`src/rtl/sound_fx_pkg.sv`:
```
// ---------------------------------------------------------------------------
// sound_fx_pkg
//   Shared definitions for the sound effect generator:
//     - tone_id encodings (TONE_NONE, TONE_WALL, TONE_HIT, TONE_GOAL)
//     - FSM state encodings (IDLE, TONE1, GAP, TONE2, and JING0..JING2 when
//       the win jingle is built in via SOUND_FX_WIN_JINGLE_EN)
//     - event_tone(): maps simultaneous event pulses onto the single
//       highest-priority tone (goal > hit > wall).
//   Optional feature macro: SOUND_FX_WIN_JINGLE_EN
// ---------------------------------------------------------------------------
package sound_fx_pkg;

  // The tone_id value doubles as the priority of the effect, so a plain
  // unsigned compare decides whether an event may retrigger.
  localparam logic [1:0] TONE_NONE = 2'b00;
  localparam logic [1:0] TONE_WALL = 2'b01;
  localparam logic [1:0] TONE_HIT  = 2'b10;
  localparam logic [1:0] TONE_GOAL = 2'b11;

  typedef enum logic [2:0] {
    IDLE  = 3'd0,
    TONE1 = 3'd1,
    GAP   = 3'd2,
    TONE2 = 3'd3
`ifdef SOUND_FX_WIN_JINGLE_EN
    ,
    JING0 = 3'd4,
    JING1 = 3'd5,
    JING2 = 3'd6
`endif
  } state_e;

  // Lower-priority pulses arriving on the same cycle are dropped here.
  function automatic logic [1:0] event_tone(input logic hit,
                                            input logic wall,
                                            input logic goal);
    if (goal)      return TONE_GOAL;
    else if (hit)  return TONE_HIT;
    else if (wall) return TONE_WALL;
    return TONE_NONE;
  endfunction

endpackage

```
`src/rtl/sound_fx_tone_osc.sv`:
```
// ---------------------------------------------------------------------------
// tone_osc
//   Square-wave generator: a half-period counter plus a toggle flip-flop.
//   Ports:
//     clk   in   system clock
//     rst   in   asynchronous active-high reset
//     en    in   count while high; counter and wave hold while low
//     clr   in   synchronous clear of counter and wave (wins over en)
//     half  in   half-period in clk cycles (must be >= 1)
//     wave  out  square wave, starts low after a clear
// ---------------------------------------------------------------------------
module tone_osc
  import sound_fx_pkg::*;
#(
  parameter int CW = 24
) (
  input  logic          clk,
  input  logic          rst,
  input  logic          en,
  input  logic          clr,
  input  logic [CW-1:0] half,
  output logic          wave
);

  logic [CW-1:0] cnt;
  logic          cnt_last;

  assign cnt_last = (cnt == (half - 1'b1));

  // The counter runs 0..half-1; on its last value the wave flips and the
  // counter folds back to 0, so it never reaches a wrapping value.
  always_ff @(posedge clk or posedge rst) begin
    if (rst) begin
      cnt  <= '0;
      wave <= 1'b0;
    end else if (clr) begin
      cnt  <= '0;
      wave <= 1'b0;
    end else if (en) begin
      if (cnt_last) begin
        cnt  <= '0;
        wave <= ~wave;
      end else begin
        cnt <= cnt + 1'b1;
      end
    end
  end

endmodule

```
`src/rtl/sound_fx.sv`:
```
// ---------------------------------------------------------------------------
// sound_fx
//   Turns single-cycle game events into timed square-wave sound effects with
//   a priority / retrigger policy.
//   Ports:
//     clk      in   system clock
//     rst      in   asynchronous active-high reset
//     hit      in   paddle-collision pulse (one cycle)
//     wall     in   wall-collision pulse (one cycle)
//     goal     in   goal pulse (one cycle)
//     mute     in   level; forces spk low without disturbing the effect
//     p1_win   in   (SOUND_FX_WIN_JINGLE_EN only) player 1 win level
//     p2_win   in   (SOUND_FX_WIN_JINGLE_EN only) player 2 win level
//     spk      out  square-wave speaker drive
//     busy     out  high while any effect (including the goal gap) runs
//     tone_id  out  00 none, 01 wall, 10 hit, 11 goal / jingle
//   Optional feature macro: SOUND_FX_WIN_JINGLE_EN adds a three-note win
//   jingle with top priority, started by a rising edge of p1_win|p2_win.
// ---------------------------------------------------------------------------
module sound_fx
  import sound_fx_pkg::*;
#(
  parameter int HIT_HALF    = 28409,
  parameter int WALL_HALF   = 56818,
  parameter int GOAL_HALF_A = 18939,
  parameter int GOAL_HALF_B = 37878,
  parameter int DUR_SHORT   = 1250000,
  parameter int DUR_GOAL    = 5000000,
  parameter int DUR_GAP     = 1250000,
  parameter int CW          = 24
) (
  input  logic       clk,
  input  logic       rst,
  input  logic       hit,
  input  logic       wall,
  input  logic       goal,
  input  logic       mute,
`ifdef SOUND_FX_WIN_JINGLE_EN
  input  logic       p1_win,
  input  logic       p2_win,
`endif
  output logic       spk,
  output logic       busy,
  output logic [1:0] tone_id
);

  localparam logic [CW-1:0] HIT_H   = CW'(HIT_HALF);
  localparam logic [CW-1:0] WALL_H  = CW'(WALL_HALF);
  localparam logic [CW-1:0] GOAL_HA = CW'(GOAL_HALF_A);
  localparam logic [CW-1:0] GOAL_HB = CW'(GOAL_HALF_B);
  localparam logic [CW-1:0] D_SHORT = CW'(DUR_SHORT);
  localparam logic [CW-1:0] D_GOAL  = CW'(DUR_GOAL);
  localparam logic [CW-1:0] D_GAP   = CW'(DUR_GAP);

  state_e        state;
  state_e        state_next;
  logic [1:0]    tone_q;
  logic [1:0]    tone_next;
  logic          busy_q;
  logic [CW-1:0] dur_cnt;
  logic [CW-1:0] dur_limit;
  logic          dur_last;
  logic          ending;
  logic          accept;
  logic          restart;
  logic [1:0]    ev_tone;
  logic [CW-1:0] half;
  logic          osc_en;
  logic          wave;

`ifdef SOUND_FX_WIN_JINGLE_EN
  logic win_prev;
  logic win_rise;
  logic jing_active;

  // Registered copy of the win level so only its rising edge starts a jingle.
  always_ff @(posedge clk or posedge rst) begin
    if (rst) begin
      win_prev <= 1'b0;
    end else begin
      win_prev <= p1_win | p2_win;
    end
  end

  assign win_rise    = (p1_win | p2_win) & ~win_prev;
  assign jing_active = (state == JING0) || (state == JING1) || (state == JING2);
`endif

  assign ev_tone = event_tone(hit, wall, goal);

  // Length of the segment currently playing; hit/wall are short, every goal
  // and jingle note is long, and the goal gap has its own length.
  always_comb begin
    dur_limit = D_GOAL;
    case (state)
      TONE1:   dur_limit = (tone_q == TONE_GOAL) ? D_GOAL : D_SHORT;
      GAP:     dur_limit = D_GAP;
      default: dur_limit = D_GOAL;
    endcase
  end

  assign dur_last = (state != IDLE) && (dur_cnt == (dur_limit - 1'b1));

  // Half-period steering for the single oscillator instance.
  always_comb begin
    half = HIT_H;
    case (state)
      TONE1: begin
        if (tone_q == TONE_GOAL)     half = GOAL_HA;
        else if (tone_q == TONE_HIT) half = HIT_H;
        else                         half = WALL_H;
      end
      TONE2: half = GOAL_HB;
`ifdef SOUND_FX_WIN_JINGLE_EN
      JING0: half = WALL_H;
      JING1: half = HIT_H;
      JING2: half = GOAL_HA;
`endif
      default: half = HIT_H;
    endcase
  end

  // The oscillator only runs in audible states; in IDLE and GAP it sits
  // cleared so the speaker is guaranteed low there.
  assign osc_en = (state != IDLE) && (state != GAP);

  // Next-state logic. A segment's last duration cycle advances the effect;
  // an accepted event (or jingle start) overrides that and restarts from the
  // first note. On the very last cycle of an effect any event is accepted,
  // so a back-to-back effect starts without an idle cycle in between.
  always_comb begin
    state_next = state;
    tone_next  = tone_q;
    restart    = 1'b0;
    ending     = 1'b0;

    case (state)
      IDLE: begin
        state_next = IDLE;
      end
      TONE1: begin
        if (dur_last) begin
          restart = 1'b1;
          if (tone_q == TONE_GOAL) begin
            state_next = GAP;
          end else begin
            ending     = 1'b1;
            state_next = IDLE;
            tone_next  = TONE_NONE;
          end
        end
      end
      GAP: begin
        if (dur_last) begin
          restart    = 1'b1;
          state_next = TONE2;
        end
      end
      TONE2: begin
        if (dur_last) begin
          restart    = 1'b1;
          ending     = 1'b1;
          state_next = IDLE;
          tone_next  = TONE_NONE;
        end
      end
`ifdef SOUND_FX_WIN_JINGLE_EN
      JING0: begin
        if (dur_last) begin
          restart    = 1'b1;
          state_next = JING1;
        end
      end
      JING1: begin
        if (dur_last) begin
          restart    = 1'b1;
          state_next = JING2;
        end
      end
      JING2: begin
        if (dur_last) begin
          restart    = 1'b1;
          ending     = 1'b1;
          state_next = IDLE;
          tone_next  = TONE_NONE;
        end
      end
`endif
      default: begin
        restart    = 1'b1;
        state_next = IDLE;
        tone_next  = TONE_NONE;
      end
    endcase

`ifdef SOUND_FX_WIN_JINGLE_EN
    accept = (ev_tone != TONE_NONE) &&
             (ending || (!jing_active && (ev_tone >= tone_q)));
`else
    accept = (ev_tone != TONE_NONE) && (ending || (ev_tone >= tone_q));
`endif

    if (accept) begin
      state_next = TONE1;
      tone_next  = ev_tone;
      restart    = 1'b1;
    end

`ifdef SOUND_FX_WIN_JINGLE_EN
    if (win_rise) begin
      state_next = JING0;
      tone_next  = TONE_GOAL;
      restart    = 1'b1;
    end
`endif
  end

  // State, tone and busy registers; busy is registered from the next state
  // so it changes on the same edge as tone_id.
  always_ff @(posedge clk or posedge rst) begin
    if (rst) begin
      state  <= IDLE;
      tone_q <= TONE_NONE;
      busy_q <= 1'b0;
    end else begin
      state  <= state_next;
      tone_q <= tone_next;
      busy_q <= (state_next != IDLE);
    end
  end

  // Duration counter: cleared on every segment change or restart, so it
  // tops out at the segment length minus one and never wraps.
  always_ff @(posedge clk or posedge rst) begin
    if (rst) begin
      dur_cnt <= '0;
    end else if (restart) begin
      dur_cnt <= '0;
    end else if (state != IDLE) begin
      dur_cnt <= dur_cnt + 1'b1;
    end
  end

  tone_osc #(
    .CW(CW)
  ) u_osc (
    .clk (clk),
    .rst (rst),
    .en  (osc_en),
    .clr (restart),
    .half(half),
    .wave(wave)
  );

  // Mute only gates the pin; the oscillator keeps its phase underneath.
  assign spk     = wave & ~mute;
  assign busy    = busy_q;
  assign tone_id = tone_q;

endmodule
```
`config.mk`:
```
export PLATFORM = sky130hd
export DESIGN_NAME = sound_fx
export DESIGN_NICKNAME = d
export VERILOG_FILES = /design/src/rtl/sound_fx_pkg.sv /design/src/rtl/sound_fx_tone_osc.sv /design/src/rtl/sound_fx.sv
export SDC_FILE = /design/constraint.sdc
export NUM_CORES = 1
export LEC_CHECK = 0
export CORE_MARGIN = 2
export CORE_UTILIZATION = 62
export CTS_CLUSTER_SIZE = 16
export DETAILED_ROUTE_END_ITERATION = 10
export GPL_TIMING_DRIVEN = 0
export HOLD_SLACK_MARGIN = 0.08
export PLACE_DENSITY = 0.82
export SLEW_MARGIN = 5
export SYNTH_ARGS = -nofsm -noshare
export SYNTH_HDL_FRONTEND = slang
export SYNTH_SLANG_ARGS = --single-unit
```
`constraint.sdc`:
```
create_clock -name clk -period 3.5 [get_ports clk]
set_input_delay 0.35 -clock clk [delete_from_list [all_inputs] [get_ports clk]]
set_output_delay 0.35 -clock clk [all_outputs]
set_load 0.01 [all_outputs]
```
==> reports/summary.txt, run 1 <==
Switch Pwr - 623 µW
Share of the synthesized area in compound gates (AO/OA/AOI/OAI) - 0.200
Share of total power in combinational logic - 0.340
Share of the synthesized netlist area taken by xor and xnor gates - 0.0510
Max-cap violations - 0
Hold WC Path Type - in2async
Biggest area consumer among synthesized cells - sky130_fd_sc_hd__dfrtp_1
Post-route clock period utilization - 0.965
FF+latch count, synth - 55
Static Leak - 1.56 nW
Area of the die - 6150 µm²
Dominant combinational cell family by area after synthesis - simple AND/OR/NAND/NOR gates
Average wire length per cell after detail routing - 16.6 µm
Start-to-end type of the worst setup path - reg2reg
Top-level port count - 10
Max stage delay cell, worst path - sky130_fd_sc_hd__dfrtp_1
Count of fill cells added during filler insertion - 437
Worst slew slack as a fraction of its limit - 0.342
Most frequently used cell type in the post-synthesis netlist - sky130_fd_sc_hd__dfrtp_1
Number of hold-repair buffers added at the cts stage - 0
Total detailed-routing wirelength - 7780 µm
CP endpoint kind - register
Skew-Pair Late Insertion Delay - 320 ps
Maximum number of buffers from clock root to sink - 2
Int Power - 1.02 mW
Post-route cell area - 3740 µm²
Data required time of the critical path - 3710 ps
TritonCTS clock tree - built
Cell chain of the critical path - buf_2, nor2b_2, o21ai_1, ha_1, xnor2_1, nor4_2, o2111ai_1, a2111oi_4, nor3_1, clkbuf_1, a21oi_1, mux2_2
Number of nets still failing antenna checks after routing - 0
DRC violations left - 0
Core outline area - 5440 µm²
Overall fraction of global-route tracks in use - 0.270
Final critical-path required period - 3380 ps
Number of global-route vias before repair - 2,880
Part of the Yosys area used for sequential elements - 0.401
Mapped Nets - 388
Die height - 78.4 µm
Std-Cell Rows - 27
Utilization after layout - 0.687
Total power divided by cell area - 439 nW/µm²
Detailed-route via count - 2,943
Clock slew seen by the registers of the worst setup and hold paths - 100 ps
Share of final-layout standard cells stronger than drive strength 1 - 0.106
Number of I/O port buffers - 9
CP startpoint kind - register
Placed Instance Area - 3640 µm²
Level count of the clock H-tree - 2
Top_reg_cell synth - sky130_fd_sc_hd__dfrtp_1
Detailed Route Iter0 Violations - 184
Number of inserted diodes - 0
Synthesized-area fraction occupied by adder cells - 0.0182
Area occupied by registers - 1380 µm²
Slew Viols, Final - 0
Number of sinks driven by the clock tree - 55
Final setup violation count - 0
Stage delay of the slowest cell on the critical path - 370 ps
Max Clock Skew - 6.21 ps
Category of cells accounting for the largest share of critical-path delay - compound AO/OA/AOI/OAI gates
Area share of the largest cell type after synthesis - 0.401
Placed wire-length estimate after detailed placement - 5650 µm
Mux contribution to synthesized area - 0.00947
Post-Syn Instances - 377
Initial cell density of the core - 0.632
Worst Tran Pin Value - 973 ps
Clock network fraction of total power - 0.218
CTS buffer count - 5
Antenna violations before repair - 0
Final net count - 406
Global route total overflow - 0
Count of flip-flops with a built-in enable after synthesis - 0
Number of warnings issued by yosys - 0
Area taken by multi-input logic gates - 1910 µm²
Area Growth Syn to Fin - 8.81%
Max FO, Critical Path - 10
Pin count of the biggest net entering global routing - 41
Number of vias per cell - 6.29
Switching fraction of total power - 0.379
PnR Total Power - 1.64 mW
Count of unique library cells instantiated by Yosys - 65
Async set or reset register ratio after synthesis - 1.00
Syn_area_per_cell - 9.11 µm²
Share of synthesized cell area in and, or, nand and nor gates - 0.274
Outcome - finished, final reports clean
Hold slack final - 309 ps
Clock tree root buffer cell - sky130_fd_sc_hd__clkbuf_8
Crit path DAT - 3580 ps
Most instantiated cells after synthesis - sky130_fd_sc_hd__dfrtp_1, sky130_fd_sc_hd__nor2_1, sky130_fd_sc_hd__nand2_1
Hold Violations, Final - 0
Die width - 78.4 µm
Area contributors post-synth - sky130_fd_sc_hd__dfrtp_1, sky130_fd_sc_hd__nor2_1, sky130_fd_sc_hd__and3_1, sky130_fd_sc_hd__xor2_1, sky130_fd_sc_hd__a221o_1
Routability cong. - 0.869
Maximum operating frequency - 0.296 GHz
Sequential share of power - 0.442
Worst vdd ir - 0.000266 V
First drt pass iteration count - 4
Count of buffer and inverter cells on the critical path - 2
Aggregate negative setup slack - 0 ps
Netlist area before placement - 3440 µm²
Wire length of the first global-routing pass - 13,200 µm
==> what timing repair did <==
action                     4_1_cts  5_1_grt
resized for setup                1        0
pin swaps                        0        1
setup endpoints to repair        1        1
cloned                           0        0
setup buffers                    0        1
==> power groups by stage <==
stage | clock, mW | sequential [mW] | combinational (mW)
after detailed placement | 0 | 0.736 | 0.552
final | 0.358 | 0.725 | 0.559
after floorplan | 0 | 0.731 | 0.376
after global placement | 0 | 0.733 | 0.536
after CTS | 0.363 | 0.723 | 0.558
after global routing | 0.386 | 0.733 | 0.613
==> metal layers <==
layer | part of all wire | GRT usage
met5 | 0 | 0
met3 | 0.022 | 0.0414
met1 | 0.44 | 0.326
met2 | 0.52 | 0.496
met4 | 0.020 | 0.0789
==> cell type report <==
| class | count | area share |
|---|---|---|
| buffer | 18 | 0.0248 |
| clock buffer | 5 | 0.0184 |
| clock inverter | 3 | 0.00535 |
| inverter | 17 | 0.0171 |
| multi-input combinational | 287 | 0.511 |
| sequential | 55 | 0.368 |
| tap | 72 | 0.0241 |
| timing repair buffer | 11 | 0.0315 |
==> through the flow <==
step,std cells,setup slack (ps)
2_1_floorplan,377,710
3_5_place_dp,459,-61.0
6_report,468,122
3_3_place_gp,458,46.4
4_1_cts,467,57.7
5_1_grt,468,-18.7
==> flip-flops by register name (all words and copies together) (netlist names) <==
signal,flops
state,3
dur_cnt,24
tone_id,2
u_osc.wave,1
busy,1
u_osc.cnt,24
==> layout by cell type (no fill, tap or decap), drive strengths merged, types with 8 or more instances in the layout <==
| cell | n |
|---|---|
| nand3 | 22 |
| xor2 | 15 |
| clkbuf | 13 |
| nand4 | 11 |
| or3 | 8 |
| a21oi | 12 |
| dfrtp | 55 |
| nand2 | 26 |
| nor3 | 8 |
| o21ai | 12 |
| nor2 | 44 |
| o31ai | 8 |
| buf | 12 |
| inv | 17 |
| a221o | 12 |
| and3 | 21 |
| clkdlybuf4s50 | 9 |
==> logic make-up after synthesis <==
kind of cell,Yosys count
AO/OA/AOI/OAI,82
XOR/XNOR,20
flip-flops,55
other,1
buffers and inverters,35
multiplexers,3
adder cells (fa/ha/maj),5
AND/OR/NAND/NOR,176
==> path summary, 6_finish.rpt <==
kind	from	to	slack [ps]	depth (start not counted)
setup reg to reg	state[2]$_DFF_PP0_	u_osc.wave$_DFFE_PP0P_	120	12
hold / removal	rst	dur_cnt[19]$_DFFE_PP0P_	310	2
setup / recovery	state[2]$_DFF_PP0_	u_osc.wave$_DFFE_PP0P_	120	12
hold reg to reg	dur_cnt[0]$_DFFE_PP0P_	dur_cnt[0]$_DFFE_PP0P_	540	1
max in group asynchronous	rst	state[1]$_DFF_PP0_	2660	3
min in group clk	dur_cnt[0]$_DFFE_PP0P_	dur_cnt[0]$_DFFE_PP0P_	540	1
Power figures use the tool's default switching activity.
==> run 2, diff against run 1 <==
--- a/config.mk
+++ b/config.mk
@@ -5,13 +5,14 @@
 export SDC_FILE = /design/constraint.sdc
 export NUM_CORES = 1
 export LEC_CHECK = 0
+export ABC_AREA = 1
 export CORE_MARGIN = 2
-export CORE_UTILIZATION = 62
+export CORE_UTILIZATION = 63
 export CTS_CLUSTER_SIZE = 16
 export DETAILED_ROUTE_END_ITERATION = 10
 export GPL_TIMING_DRIVEN = 0
 export HOLD_SLACK_MARGIN = 0.08
-export PLACE_DENSITY = 0.82
+export PLACE_DENSITY = 0.83
 export SLEW_MARGIN = 5
 export SYNTH_ARGS = -nofsm -noshare
 export SYNTH_HDL_FRONTEND = slang
==> run 2 against run 1 <==
Compared with the run above:
- sequential cell count unchanged
- power up 16%
- utilization down 0.17 points
- final area up 31%
- largest cell class unchanged
==> reports/summary.txt, run 2 <==
Outcome - finished, final reports clean
Int Power - 1.09 mW (+7.1%)
Clock network fraction of total power - 0.199 (-0.019)
Area of the die - 7940 µm² (+29%)
Crit path top cell by count - sky130_fd_sc_hd__nand2_1
FF-to-FF path depth - 19 (+7)
Core outline area - 7140 µm² (+31%)
Overall fraction of global-route tracks in use - 0.330 (+0.0598)
Post-Syn Instances - 711 (+89%)
Share of the synthesized area in compound gates (AO/OA/AOI/OAI) - 0.0362 (-0.164)
Place WS - 645 ps (+706 ps)
Area share of the largest cell type after synthesis - 0.302 (-0.0988)
Global route total overflow - 0 (unchanged)
Worst vdd ir - 0.000483 V (+82%)
Skew-Pair Late Insertion Delay - 320 ps (about the same)
Regs by FF count - dur_cnt (24), u_osc.cnt (24), state (3)
Total detailed-routing wirelength - 12,800 µm (+64%)
Final setup violation count - 0 (unchanged)
Netlist area before placement - 4560 µm² (+33%)
Clock tree root buffer cell - sky130_fd_sc_hd__clkbuf_8
Max stage delay cell, worst path - sky130_fd_sc_hd__dfrtp_1
Worst-case register-to-register setup slack - 570 ps (+440 ps)
Top_reg_cell synth - sky130_fd_sc_hd__dfrtp_1
Count of buffer and inverter cells on the critical path - 6 (+4)
First drt pass iteration count - 5 (+1)
Mux contribution to synthesized area - 0 (-0.00947)
Initial cell density of the core - 0.639 (+0.00733)
Syn_area_per_cell - 6.41 µm² (-30%)
Number of I/O port buffers - 9 (unchanged)
Area contributors post-synth - sky130_fd_sc_hd__dfrtp_1, sky130_fd_sc_hd__nand2_1, sky130_fd_sc_hd__nand4_1, sky130_fd_sc_hd__inv_1, sky130_fd_sc_hd__xor2_1
Count of flip-flops with a built-in enable after synthesis - 0 (unchanged)
Worst setup path endpoint - u_osc.cnt[9]$_DFFE_PP0P_
Number of warnings issued by yosys - 0 (unchanged)
Detailed-route via count - 4,706 (+60%)
Slew Viols, Final - 0 (unchanged)
Logic depth of the worst setup path including buffers - 19 (+7)
Count of unique library cells instantiated by Yosys - 35 (-46%)
Max-cap violations - 0 (unchanged)
Cell chain of the critical path - clkinv_1, o21ai_2, inv_1, ha_1, inv_1, nand2_1, nand2_1, nand2_1, nand2_1, inv_1, nor2_1, nand2_1, nor2_1, nand3_2, buf_4, nand3_1, inv_1, nand4_1, nand2_1
Share of synthesized cell area in and, or, nand and nor gates - 0.455 (+0.181)
Smallest setup slack after layout - 567 ps (+445 ps)
Final net count - 739 (+82%)
Mapped Nets - 722 (+86%)
Most instantiated cells after synthesis - sky130_fd_sc_hd__nand2_1, sky130_fd_sc_hd__inv_1, sky130_fd_sc_hd__nand4_1
Top-level port count - 10 (unchanged)
Die width - 89.1 µm (+14%)
Maximum operating frequency - 0.341 GHz (+15%)
Critical Path Start - tone_id[1]$_DFFE_PP0P_
Hold Violations, Final - 0 (unchanged)
Clock slew seen by the registers of the worst setup and hold paths - 110 ps (about the same)
Number of vias per cell - 5.68 (-9.6%)
Capture instance of the worst register-to-register path - u_osc.cnt[9]$_DFFE_PP0P_
Share of final-layout standard cells stronger than drive strength 1 - 0.0741 (-0.0320)
Worst slew slack as a fraction of its limit - 0.546 (+0.204)
Number of sinks driven by the clock tree - 55 (unchanged)
Worst Tran Pin Value - 680 ps (-293 ps)
Level count of the clock H-tree - 2 (unchanged)
Biggest area consumer among synthesized cells - sky130_fd_sc_hd__dfrtp_1
Pin count of the biggest net entering global routing - 33 (-20%)
Dominant combinational cell family by area after synthesis - simple AND/OR/NAND/NOR gates
Routability cong. - 1.07 (+23%)
Switching fraction of total power - 0.429 (+0.0496)
Number of resized instances in the post-cts repair step - 0 (-1)
Detailed Route Iter0 Violations - 314 (+71%)
Share of total power in combinational logic - 0.422 (+0.082)
Hold WC Path Type - in2async
Total power divided by cell area - 391 nW/µm² (-11%)
Most common cell after layout, fill and taps aside - sky130_fd_sc_hd__nand2_1
Share of the synthesized netlist area taken by xor and xnor gates - 0.0672 (+0.0162)
Max Clock Skew - 15.7 ps (+9.48 ps)
Max FO, Critical Path - 10 (unchanged)
Post-route clock period utilization - 0.838 (-0.127)
CP endpoint kind - register
Setup repair after global routing missed its margin - no
Start-to-end type of the worst setup path - reg2reg
Category of cells accounting for the largest share of critical-path delay - simple AND/OR/NAND/NOR gates
Data required time of the critical path - 3700 ps (about the same)
Std-Cell Rows - 31 (+15%)
Number of nets still failing antenna checks after routing - 0 (unchanged)
Crit path DAT - 3140 ps (-440 ps)
Number of inserted diodes - 0 (unchanged)
CP startpoint kind - register
Aggregate negative setup slack - 0 ps (unchanged)
Part of the Yosys area used for sequential elements - 0.302 (-0.0988)
Placed wire-length estimate after detailed placement - 9750 µm (+73%)
Synthesized-area fraction occupied by adder cells - 0.0137 (-0.00449)
Setup repair bufs after CTS - 0 (unchanged)
Antenna violations before repair - 0 (unchanged)
Die height - 89.1 µm (+14%)
Async set or reset register ratio after synthesis - 1.00 (unchanged)
Number of global-route vias before repair - 4,232 (+47%)
R2r startpoint - tone_id[1]$_DFFE_PP0P_
Wire length of the first global-routing pass - 20,300 µm (+54%)
Count of fill cells added during filler insertion - 708 (+62%)
DRC violations left - 0 (unchanged)
Area Growth Syn to Fin - 7.30%
Stage delay of the slowest cell on the critical path - 420 ps (+50 ps)
Average wire length per cell after detail routing - 15.4 µm (-7.3%)
Leading cell types in the layout, fill and taps excluded - sky130_fd_sc_hd__nand2_1, sky130_fd_sc_hd__inv_1, sky130_fd_sc_hd__nand4_1
Maximum number of buffers from clock root to sink - 2 (unchanged)
Switch Pwr - 820 µW (+32%)
Static Leak - 2.62 nW (+68%)
TritonCTS clock tree - built
Most frequently used cell type in the post-synthesis netlist - sky130_fd_sc_hd__nand2_1
CTS buffer count - 5 (unchanged)
FF+latch count, synth - 55 (unchanged)
Sequential share of power - 0.379 (-0.063)
Number of hold-repair buffers added at the cts stage - 0 (unchanged)
Final critical-path required period - 2930 ps (-445 ps)
[run 2: changes by cell type after synthesis, moves of 8 or more]
cell,previous run,this run
sky130_fd_sc_hd__nor2_1,44,61
sky130_fd_sc_hd__nand2_1,26,240
sky130_fd_sc_hd__nor4_1,3,11
sky130_fd_sc_hd__nand3_1,22,41
sky130_fd_sc_hd__inv_1,17,95
sky130_fd_sc_hd__and3_1,21,0
sky130_fd_sc_hd__or3_1,8,0
sky130_fd_sc_hd__nand4_1,11,68
sky130_fd_sc_hd__xor2_1,15,29
sky130_fd_sc_hd__a221o_1,12,0
sky130_fd_sc_hd__nor3_1,8,16
[run 2: worst min path at each step]
| stage | startpoint | to | slack (ps) | cells past startpoint |
|---|---|---|---|---|
| 3_3_place_gp | dur_cnt[1]$_DFFE_PP0P_ | dur_cnt[1]$_DFFE_PP0P_ | 490 | 2 |
| 2_1_floorplan | dur_cnt[1]$_DFFE_PP0P_ | dur_cnt[1]$_DFFE_PP0P_ | 470 | 2 |
| 6_report | rst | u_osc.cnt[15]$_DFFE_PP0P_ | 470 | 2 |
| 5_1_grt | rst | u_osc.cnt[20]$_DFFE_PP0P_ | 550 | 2 |
| 3_5_place_dp | dur_cnt[1]$_DFFE_PP0P_ | dur_cnt[1]$_DFFE_PP0P_ | 500 | 2 |
| 4_1_cts | rst | u_osc.cnt[20]$_DFFE_PP0P_ | 490 | 2 |
[run 2: worst reg2reg max path, delay by kind of cell, from the launching register on]
family | cells | cell delay [ps]
compound gates | 1 | 320
fa+ha+maj | 1 | 260
simple gates | 11 | 960
flops | 1 | 420
buf+inv | 6 | 850
[run 2: cell type report]
| type | count | area [µm²] | share of cell area |
|---|---|---|---|
| Buffer | 34 | 194 | 0.0396 |
| Clock buffer | 6 | 82.6 | 0.0169 |
| Clock inverter | 2 | 16.3 | 0.00332 |
| Inverter | 100 | 375 | 0.0767 |
| Multi-Input combinational cell | 522 | 2620 | 0.534 |
| Sequential cell | 55 | 1380 | 0.281 |
| Tap cell | 99 | 124 | 0.0253 |
| Timing Repair Buffer | 10 | 110 | 0.0225 |
[run 2: cells by family (layout without fill, tap and decap cells)]
family | count (synthesis) | count (layout)
and+or+nand+nor | 455 | 455
other | 1 | 1
buffers and inverters | 134 | 152
DFF | 55 | 55
adders and majority gates | 5 | 5
AOI/OAI and AO/OA | 26 | 26
xor gates and xnor gates | 35 | 35
[run 2: per-layer routing]
metal  part of all wire  GRT usage  vias to the layer above
met5                  0          0                        -
met4              0.030      0.118                        0
met1               0.41      0.413                     2173
met2               0.50      0.580                      193
li1                   -          -                     2312
met3              0.055     0.0434                       28
[run 2: power by group through the flow]
stage	Clock [mW]	Combinational (mW)	Sequential [mW]
final	0.380	0.807	0.725
after detailed placement	0	0.787	0.735
after global placement	0	0.763	0.733
after floorplan	0	0.549	0.730
after CTS	0.386	0.791	0.722
after global routing	0.405	0.877	0.729
[run 2: through the flow]
stage                      util  hold slack [ps]  cells  cell area (µm²)  power, mW
after floorplan               -              467    711             4560       1.28
after global placement    0.669              491    819             4770       1.50
after detailed placement  0.672              499    820             4790       1.52
after CTS                 0.686              493    828             4890       1.90
after global routing      0.686              548    828             4890       2.01
final                     0.686              466    828             4890       1.91
==> run 3, diff against run 2 <==
--- a/config.mk
+++ b/config.mk
@@ -7,12 +7,12 @@
 export LEC_CHECK = 0
 export ABC_AREA = 1
 export CORE_MARGIN = 2
-export CORE_UTILIZATION = 63
+export CORE_UTILIZATION = 57
 export CTS_CLUSTER_SIZE = 16
 export DETAILED_ROUTE_END_ITERATION = 10
 export GPL_TIMING_DRIVEN = 0
 export HOLD_SLACK_MARGIN = 0.08
-export PLACE_DENSITY = 0.83
+export PLACE_DENSITY = 0.79
 export SLEW_MARGIN = 5
 export SYNTH_ARGS = -nofsm -noshare
 export SYNTH_HDL_FRONTEND = slang
==> constraint.sdc (replaced) <==
create_clock -name clk -period 2.4 [get_ports clk]
set_input_delay 0.24 -clock clk [delete_from_list [all_inputs] [get_ports clk]]
set_output_delay 0.24 -clock clk [all_outputs]
set_load 0.01 [all_outputs]
==> run 3 against run 2 <==
Compared with the run above:
- non-clock buffer count rose by 12
- final area rose by 4.5%
- setup slack lost 520 ps
- critical path depth rose by 1
- via count rose by 0.96%
- utilization shrank 2.4 points
- sequential cell count did not move
- first-iteration DRC count up 15%
- global-route usage is 1.6 points lower
- combinational power is 65% higher
- power is 55% higher
- highest routed layer unchanged
==> reports/summary.txt, run 3 (same netlist as run 2, synthesis figures left out) <==
Clock tree root buffer cell - sky130_fd_sc_hd__clkbuf_8
Total power divided by cell area - 580 nW/µm² (+48%)
Aggregate negative setup slack - 0 ps (unchanged)
Number of sinks driven by the clock tree - 55 (unchanged)
Outcome - finished, final reports clean
Die height - 93.5 µm (+4.9%)
Smallest setup slack after layout - 49.9 ps (-517 ps)
Max FO, Critical Path - 5 (-5)
Core outline area - 7730 µm² (+8.3%)
Crit path DAT - 2560 ps (-580 ps)
Antenna violations before repair - 0 (unchanged)
Worst vdd ir - 0.000604 V (+25%)
Logic depth of the worst setup path including buffers - 20 (+1)
Final standard cell count with taps included and fillers excluded - 843 (+1.8%)
Cell chain of the critical path - buf_6, inv_6, nor2_4, o21ai_4, ha_4, inv_2, nand2_2, nand2_2, nand2_1, nand2_1, inv_1, nor2_2, nand2_1, nor2_1, nand3_2, buf_4, nand2_1, inv_1, nand4_1, nand2_1
Crit path top cell by count - sky130_fd_sc_hd__nand2_1
Max Clock Skew - 11.4 ps (-4.27 ps)
Final critical-path required period - 2350 ps (-583 ps)
PnR Total Power - 2.97 mW (+55%)
Category of cells accounting for the largest share of critical-path delay - simple AND/OR/NAND/NOR gates
TritonCTS clock tree - built
Routability cong. - 1.05 (-1.6%)
Start-to-end type of the worst setup path - reg2reg
Final net count - 751 (+1.6%)
Int Power - 1.69 mW (+55%)
Detailed Route Iter0 Violations - 362 (+15%)
DRC violations left - 0 (unchanged)
Wire length of the first global-routing pass - 21,700 µm (+6.8%)
Global route total overflow - 0 (unchanged)
Setup repair after global routing missed its margin - yes
Share of final-layout standard cells stronger than drive strength 1 - 0.126 (+0.0514)
Placed wire-length estimate after detailed placement - 9900 µm (+1.5%)
Area Growth Syn to Fin - 12.2%
Maximum number of buffers from clock root to sink - 2 (unchanged)
FF-to-FF path depth - 20 (+1)
Data required time of the critical path - 2610 ps (-1090 ps)
Final setup violation count - 0 (unchanged)
Hold WC Path Type - in2async
Slew Viols, Final - 0 (unchanged)
Place WS - -411 ps (-1060 ps)
Post-route clock period utilization - 0.979 (+0.141)
Sequential share of power - 0.360 (-0.019)
Number of I/O port buffers - 9 (unchanged)
CTS buffer count - 5 (unchanged)
Switch Pwr - 1.27 mW (+55%)
Most common cell after layout, fill and taps aside - sky130_fd_sc_hd__nand2_1
Count of buffer and inverter cells on the critical path - 6 (unchanged)
Pin count of the biggest net entering global routing - 32 (-3.0%)
Skew-Pair Late Insertion Delay - 320 ps (about the same)
Worst Tran Pin Value - 662 ps (-18.0 ps)
Share of total power in combinational logic - 0.448 (+0.026)
Initial cell density of the core - 0.590 (-0.0488)
Number of global-route vias before repair - 4,623 (+9.2%)
Leading cell types in the layout, fill and taps excluded - sky130_fd_sc_hd__nand2_1, sky130_fd_sc_hd__inv_1, sky130_fd_sc_hd__nand4_1
Hold Violations, Final - 0 (unchanged)
Top-level port count - 10 (unchanged)
Static Leak - 2.68 nW (+2.1%)
Number of vias per cell - 5.64 (-0.84%)
Clock network fraction of total power - 0.192 (-0.007)
Number of nets still failing antenna checks after routing - 0 (unchanged)
Switching fraction of total power - 0.429 (about the same)
Die width - 93.5 µm (+4.9%)
Max stage delay cell, worst path - sky130_fd_sc_hd__dfrtp_1
Overall fraction of global-route tracks in use - 0.313 (-0.0163)
Stage delay of the slowest cell on the critical path - 360 ps (-60 ps)
Std-Cell Rows - 32 (+3.2%)
Number of hold-repair buffers added at the cts stage - 0 (unchanged)
Regs by FF count - dur_cnt (24), u_osc.cnt (24), state (3)
CP startpoint kind - register
Maximum operating frequency - 0.426 GHz (+25%)
Total detailed-routing wirelength - 13,300 µm (+4.1%)
Number of inserted diodes - 0 (unchanged)
Average wire length per cell after detail routing - 15.8 µm (+2.2%)
CP endpoint kind - register
Level count of the clock H-tree - 2 (unchanged)
Detailed-route via count - 4,751 (+0.96%)
Capture instance of the worst register-to-register path - u_osc.cnt[6]$_DFFE_PP0P_
First drt pass iteration count - 5 (unchanged)
Max-cap violations - 0 (unchanged)
Worst-case register-to-register setup slack - 50 ps (-520 ps)
Clock slew seen by the registers of the worst setup and hold paths - 110 ps (about the same)
Area of the die - 8730 µm² (+10%)
R2r startpoint - state[0]$_DFF_PP0_
Worst slew slack as a fraction of its limit - 0.555 (+0.00927)
Cells after DPL - 823 (+0.37%)
==> run 3: changes by cell type in the layout (fill, tap and decap cells not counted), sizes merged <==
cell    delta
clkbuf     +1
buf       +11
==> run 3: through the flow <==
step / utilization / instance area, µm² / hold slack (ps)
3_3_place_gp: 0.619 / 4780 / 500
3_5_place_dp: 0.621 / 4800 / 520
5_1_grt: 0.662 / 5110 / 329
2_1_floorplan: - / 4560 / 439
4_1_cts: 0.647 / 5000 / 291
6_report: 0.662 / 5110 / 276
==> run 3: power groups by stage <==
stage	Sequential (mW)	Clock, mW	Combinational (mW)
floorplan	1.07	0	0.801
global placement	1.07	0	1.11
detailed placement	1.07	0	1.16
CTS	1.06	0.582	1.25
global route	1.08	0.600	1.45
finish	1.07	0.571	1.33
==> run 3: what timing repair did <==
action	in CTS	in global routing
pin swaps	3	16
setup buffers	6	5
gates cloned	1	0
setup endpoints to repair	41	54
resized for setup	13	26
==> run 3: layout make-up <==
class | instances | area, µm²
Buffer | 34 | 205
Clock buffer | 6 | 82.6
Clock inverter | 2 | 16.3
Fill cell | 698 | 2610
Inverter | 100 | 385
Multi-Input combinational cell | 522 | 2710
Sequential cell | 55 | 1380
Tap cell | 102 | 128
Timing Repair Buffer | 22 | 204
==> run 3: how the worst max path moves through the flow <==
stage,startpoint,endpoint
6_report,state[0]$_DFF_PP0_,u_osc.cnt[6]$_DFFE_PP0P_
3_5_place_dp,state[0]$_DFF_PP0_,u_osc.cnt[9]$_DFFE_PP0P_
2_1_floorplan,tone_id[1]$_DFFE_PP0P_,u_osc.cnt[8]$_DFFE_PP0P_
3_3_place_gp,state[0]$_DFF_PP0_,u_osc.cnt[9]$_DFFE_PP0P_
5_1_grt,state[0]$_DFF_PP0_,u_osc.cnt[11]$_DFFE_PP0P_
4_1_cts,state[0]$_DFF_PP0_,u_osc.cnt[9]$_DFFE_PP0P_
==> run 3: routing by layer <==
| layer | share of wire | vias to the layer above | routed length [µm] | global-route usage |
|---|---|---|---|---|
| li1 | - | 2335 | - | - |
| met1 | 0.42 | 2195 | 5510 | 0.386 |
| met2 | 0.49 | 184 | 6500 | 0.553 |
| met3 | 0.065 | 37 | 858 | 0.0492 |
| met4 | 0.030 | 0 | 405 | 0.112 |
| met5 | 0 | - | 0 | 0 |
==> RTL change 1: new RTL, settings of run 1 <==
Put a register stage on the output `spk`, with the module's reset. The value now appears one clock later. The other outputs are not delayed to match.
--- a/src/rtl/sound_fx.sv
+++ b/src/rtl/sound_fx.sv
@@ -255,3 +255,9 @@
   // Mute only gates the pin; the oscillator keeps its phase underneath.
-  assign spk     = wave & ~mute;
+  always_ff @(posedge clk or posedge rst) begin
+    if (rst) begin
+      spk <= '0;
+    end else begin
+      spk <= wave & ~mute;
+    end
+  end
   assign busy    = busy_q;
Formal check against the unedited RTL: no difference found for any inputs over 10 cycles, from zero or initial values and one cycle with rst high; that may be too few to reach the edited logic, so the function may still have changed.
==> RTL change 1 against run 1 <==
- critical path depth stayed put
- sequential cell count grew 1
- routed wire length increased by 0.30%
- final cell count is 0.43% higher
- area after synthesis rose by 0.73%
- final area increased by 1.6%
- worst setup slack better by 0.12 ns
- power grew 5.8%
- critical endpoint is now u_osc.cnt[10]$_DFFE_PP0P_
- highest routed layer unchanged
==> RTL change 1: results (changes against run 1) <==
final wirelength=7.81 mm (was 7.78 mm); clock latency on the worst-skew pair=0.31 ns; Total GRT Usage=26.3% (was 27.0%); run status=completed (unchanged); share of layout cells above drive strength 1=11.1% (was 10.6%); area occupied by multi-input gates=1910 sq um (unchanged); via count of the first global-routing pass=2831 (was 2880); Num CTS Buffers=5 (unchanged); area post-placement=3660 sq um (was 3640 sq um); clk buf depth=2 (unchanged); # fillers=414 (was 437); Max IR drop VDD=257 uV (was 266 uV); dpl hpwl=5.59 mm (was 5.65 mm); Worst path max stage delay=0.37 ns (about the same); DP Cell Count=460 (was 459); final net count=408 (was 406); Slew HR=34.0% (was 34.2%); critical path peak fanout=10 (unchanged); fin cells=470 (was 468); Reg2Reg Setup Slack=0.24 ns (was 0.12 ns); clk_skew=0.00720 ns (was 0.00621 ns); RR Startpoint=state[2]$_DFF_PP0_ (unchanged); RR Endpoint=u_osc.cnt[10]$_DFFE_PP0P_ (was u_osc.wave$_DFFE_PP0P_); Port Buffer Count=9 (unchanged); crit path DAT=3.45 ns (was 3.58 ns); DRT iter0 DRCs=295 (was 184); Syn Area/Cell=9.16 sq um (was 9.11 sq um); Async SR Flop Fraction=100% (unchanged); worst min path class=in -> async (unchanged); Top FF cell, synth=dfrtp_1 (unchanged); 1st-pass router iterations=5 (was 4); Seq/Total Area, Yosys=40.5% (was 40.1%); biggest regs=dur_cnt (24), u_osc.cnt (24), state (3) (unchanged); Setup CP Type=reg -> reg (unchanged); worst slack, placed=0.0867 ns (was -0.0610 ns); r2r worst-path depth=12 (unchanged); DR vias=3009 (was 2943); wire length of the first global-routing pass=13.1 mm (was 13.2 mm); most frequent cells after synthesis=56 x dfrtp_1, 44 x nor2_1, 26 x nand2_1 (was 55 x dfrtp_1, 44 x nor2_1, 26 x nand2_1); Ys Warns=0 (unchanged); clk slew on worst S/H paths=0.10 ns (about the same); Max H-tree Level=2 (unchanged); switching power=0.627 mW (was 0.623 mW); GP Congestion=0.888 (was 0.869); Clock Root Buffer=clkbuf_8 (unchanged); top cells by area, synth=dfrtp_1 40%, nor2_1 4.8%, and3_1 3.8%, xor2_1 3.8%, a221o_1 3.5% (unchanged); Unique masters post-synth=65 (unchanged); initial antenna violation count=0 (unchanged); highest-delay cell along the critical path=dfrtp_1 (unchanged); largest net degree at the start of global routing=37 (was 41); Chip Width=78.7 um (was 78.4 um); Static Leakage=1.60 nW (was 1.56 nW); diode count=0 (unchanged); post-synth net total=389 (was 388)
==> RTL change 1: cell count changes in the layout (fill, tap and decap cells not counted), sizes merged <==
cell      before  now
dfrtp         55   56
clkinv         1    2
buf           12   13
clkinvlp       2    0
bufinv         0    1
==> RTL change 1: power by group through the flow <==
stage	clock (mW)	sequential (mW)	combinational [mW]
floorplan	0	0.747	0.374
global placement	0	0.750	0.535
detailed placement	0	0.754	0.548
CTS	0.441	0.741	0.552
global route	0.472	0.746	0.619
finish	0.434	0.741	0.562
==> RTL change 1: critical path: cells and delay by family, from the launching register on <==
family | cells | cell delay [ns]
XOR/XNOR | 1 | 0.16
flip-flops | 1 | 0.37
buffers and inverters | 2 | 0.41
AND/OR/NAND/NOR | 3 | 0.57
AO/OA/AOI/OAI | 5 | 1.28
adder cells (fa/ha/maj) | 1 | 0.34
==> RTL change 1: routing by layer <==
layer	up-vias	share of wire, %	GRT usage [%]
met4	0	1.3	6.32
li1	1432	-	-
met1	1454	46	36.7
met2	108	47	42.6
met3	15	5.6	5.34
met5	-	0	0
==> RTL change 1: cell families (layout without fill, tap and decap cells) <==
logic type / Yosys count / count (layout) / share of synthesized area [%]
simple gates: 176 / 176 / 27.2
flops: 56 / 56 / 40.5
mux: 3 / 3 / 0.940
buf+inv: 35 / 55 / 4.52
xor+xnor: 20 / 20 / 5.06
other cells: 1 / 1 / 0.108
compound gates: 82 / 82 / 19.8
fa+ha+maj: 5 / 5 / 1.81
==> RTL change 1: area by class of cell <==
class	count	share of cell area [%]
repair buffers	12	3.29
clock buffers	5	1.81
flip-flops and latches	56	36.9
plain buffers	18	2.47
clock inverters	3	1.25
multi-input cells	287	50.2
well taps	72	2.37
inverters	17	1.68
==> RTL change 1: per-stage QoR <==
stage / hold slack, ns / total power [mW]
4_1_cts: 0.371 / 1.73
3_5_place_dp: 0.525 / 1.30
2_1_floorplan: 0.416 / 1.12
6_report: 0.359 / 1.74
3_3_place_gp: 0.514 / 1.28
5_1_grt: 0.394 / 1.84
==> RTL change 1: timing repair <==
action | CTS | global route
hold buffers | 0 | 0
setup buffers | 0 | 2
resized for setup | 0 | 3
endpoints found under the setup margin | 0 | 23
==> RTL change 1: worst max-delay path by stage <==
stage,slack (ns),end
after floorplan,0.71,u_osc.wave$_DFFE_PP0P_
after global placement,0.11,u_osc.wave$_DFFE_PP0P_
after detailed placement,0.09,u_osc.wave$_DFFE_PP0P_
after CTS,0.02,u_osc.wave$_DFFE_PP0P_
after global routing,-0.05,u_osc.cnt[23]$_DFFE_PP0P_
final,0.24,u_osc.cnt[10]$_DFFE_PP0P_
==> RTL change 2: new RTL, config.mk and constraints of run 1 <==
Made on the original files. `CW` is set to 24 in 2 places; all go to 12.
--- a/src/rtl/sound_fx_tone_osc.sv
+++ b/src/rtl/sound_fx_tone_osc.sv
@@ -14,3 +14,3 @@
 #(
-  parameter int CW = 24
+  parameter int CW = 12
 ) (
--- a/src/rtl/sound_fx.sv
+++ b/src/rtl/sound_fx.sv
@@ -29,3 +29,3 @@
   parameter int DUR_GAP     = 1250000,
-  parameter int CW          = 24
+  parameter int CW          = 12
 ) (
Check against the original RTL: no difference found for any inputs over 10 cycles, from zero or initial values and one cycle with rst high; that may be too few to reach the edited logic, so the function may still have changed.
==> RTL change 2 against run 1 <==
- power down 36%
- combinational power down 26%
- final area down 40%
- count of clock-buffer cells in the layout up 2
- sequential share of layout area down 2.2 points
- worst setup slack better by 0.49 ns
- routed wire length down 47%
- area after synthesis down 40%
- sequential cell count down 24
- critical endpoint is now u_osc.cnt[4]$_DFFE_PP0P_
- highest routed layer unchanged
==> RTL change 2: results (changes against run 1) <==
run status=completed (unchanged); Least-Margin Pin Slew=1.09 ns (was 0.973 ns); CTS resizes=0 (was 1); wire length of the first global-routing pass=7.08 mm (was 13.2 mm); critical path peak fanout=8 (was 10); final net count=263 (was 406); # fillers=269 (was 437); cell family with most CP delay=simple AND/OR/NAND/NOR gates (was compound AO/OA/AOI/OAI gates); DRT iter0 DRCs=178 (was 184); routed vias/inst=5.94 (was 6.29); GP Congestion=0.910 (was 0.869); dpl hpwl=2.99 mm (was 5.65 mm); crit path DAT=3.07 ns (was 3.58 ns); diode count=0 (unchanged); Num CTS Buffers=5 (unchanged); most frequent cells after synthesis=31 x dfrtp_1, 22 x nor2_1, 18 x nand2_1, 18 x nand3_1, 17 x o21ai_0 (was 55 x dfrtp_1, 44 x nor2_1, 26 x nand2_1); Clock Root Buffer=clkbuf_4 (was clkbuf_8); Post-CTS Setup Inserts=0 (unchanged); Static Leakage=0.882 nW (was 1.56 nW); biggest regs=dur_cnt (12), u_osc.cnt (12), state (3) (was dur_cnt (24), u_osc.cnt (24), state (3)); highest-delay cell along the critical path=nor2_1 (was dfrtp_1); final wirelength=4.14 mm (was 7.78 mm); Unique masters post-synth=47 (was 65); Seq/Total Area, Yosys=37.9% (was 40.1%); r2r worst-path depth=10 (was 12); RR Endpoint=u_osc.cnt[4]$_DFFE_PP0P_ (was u_osc.wave$_DFFE_PP0P_); largest net degree at the start of global routing=32 (was 41); area post-placement=2190 sq um (was 3640 sq um); share of layout cells above drive strength 1=7.51% (was 10.6%); Max IR drop VDD=309 uV (was 266 uV); top cells by area, synth=dfrtp_1 38%, nand3_1 4.4%, o21ai_0 4.2%, nor2_1 4.0%, nor2b_1 3.4% (was dfrtp_1 40%, nor2_1 4.8%, and3_1 3.8%, xor2_1 3.8%, a221o_1 3.5%); Reg2Reg Setup Slack=0.61 ns (was 0.12 ns); 1st-pass router iterations=6 (was 4); post-synth net total=247 (was 388); clk_skew=0.00925 ns (was 0.00621 ns); Total GRT Usage=25.7% (was 27.0%); via count of the first global-routing pass=1522 (was 2880); Worst path max stage delay=0.50 ns (was 0.37 ns)
RTL change 2: cell types whose count changed after synthesis, sizes merged, moves of 8 or more:
cell / delta
xor2: -8
a221o: -11
nor2: -22
o31ai: -8
nand2: -8
and3: -14
dfrtp: -24
RTL change 2: how the worst max path moves through the flow:
stage                            start                        to  slack, ns  depth (start not counted)
global placement                   hit  u_osc.cnt[0]$_DFFE_PP0P_       0.66                         11
floorplan           state[2]$_DFF_PP0_    u_osc.wave$_DFFE_PP0P_       1.12                         10
finish              state[2]$_DFF_PP0_  u_osc.cnt[4]$_DFFE_PP0P_       0.61                         10
CTS                 state[2]$_DFF_PP0_  u_osc.cnt[4]$_DFFE_PP0P_       0.64                         10
detailed placement  state[2]$_DFF_PP0_  u_osc.cnt[4]$_DFFE_PP0P_       0.67                         10
global route        state[2]$_DFF_PP0_  u_osc.cnt[4]$_DFFE_PP0P_       0.46                         10
RTL change 2: cells by family (layout without fill, tap and decap cells):
logic type	Yosys count	in the layout	synth area share, %
AO/OA/AOI/OAI	46	46	15.1
XOR/XNOR	13	13	5.57
adder cells (fa/ha/maj)	5	5	3.06
buffers and inverters	21	38	5.14
flip-flops	31	31	37.9
multiplexers	5	5	2.45
other	1	1	0.183
AND/OR/NAND/NOR	114	114	30.5
RTL change 2: per-stage QoR:
stage | utilization [%] | instances | hold slack (ns) | power, mW | setup slack (ns)
after floorplan | - | 236 | 0.454 | 0.731 | 1.12
after global placement | 70.6 | 289 | 0.524 | 0.851 | 0.656
after detailed placement | 70.6 | 289 | 0.532 | 0.859 | 0.667
after CTS | 72.2 | 297 | 0.546 | 1.05 | 0.643
after global routing | 72.2 | 297 | 0.537 | 1.13 | 0.462
final | 72.2 | 297 | 0.453 | 1.05 | 0.612
RTL change 2: area by class of cell:
class	count	share of cell area, %
Buffer	10	2.85
Clock buffer	7	2.01
Clock inverter	1	0.223
Inverter	11	1.84
Multi-Input combinational cell	184	52.0
Sequential cell	31	34.6
Tap cell	44	2.46
Timing Repair Buffer	9	4.02
RTL change 2: layer usage:
| layer | up-vias | part of all wire (%) | track usage, % |
|---|---|---|---|
| li1 | 883 | - | - |
| met5 | - | 0 | 0 |
| met3 | 6 | 6.3 | 6.72 |
| met4 | 0 | 1.1 | 6.69 |
| met2 | 54 | 45 | 39.4 |
| met1 | 821 | 47 | 36.6 |
RTL change 2: report_power, final:
part	leakage [nW]	switching (mW)	internal, mW
clock	0.0293	0.119	0.0781
combinational	0.435	0.247	0.164
sequential	0.418	0.0493	0.393
total	0.882	0.415	0.635
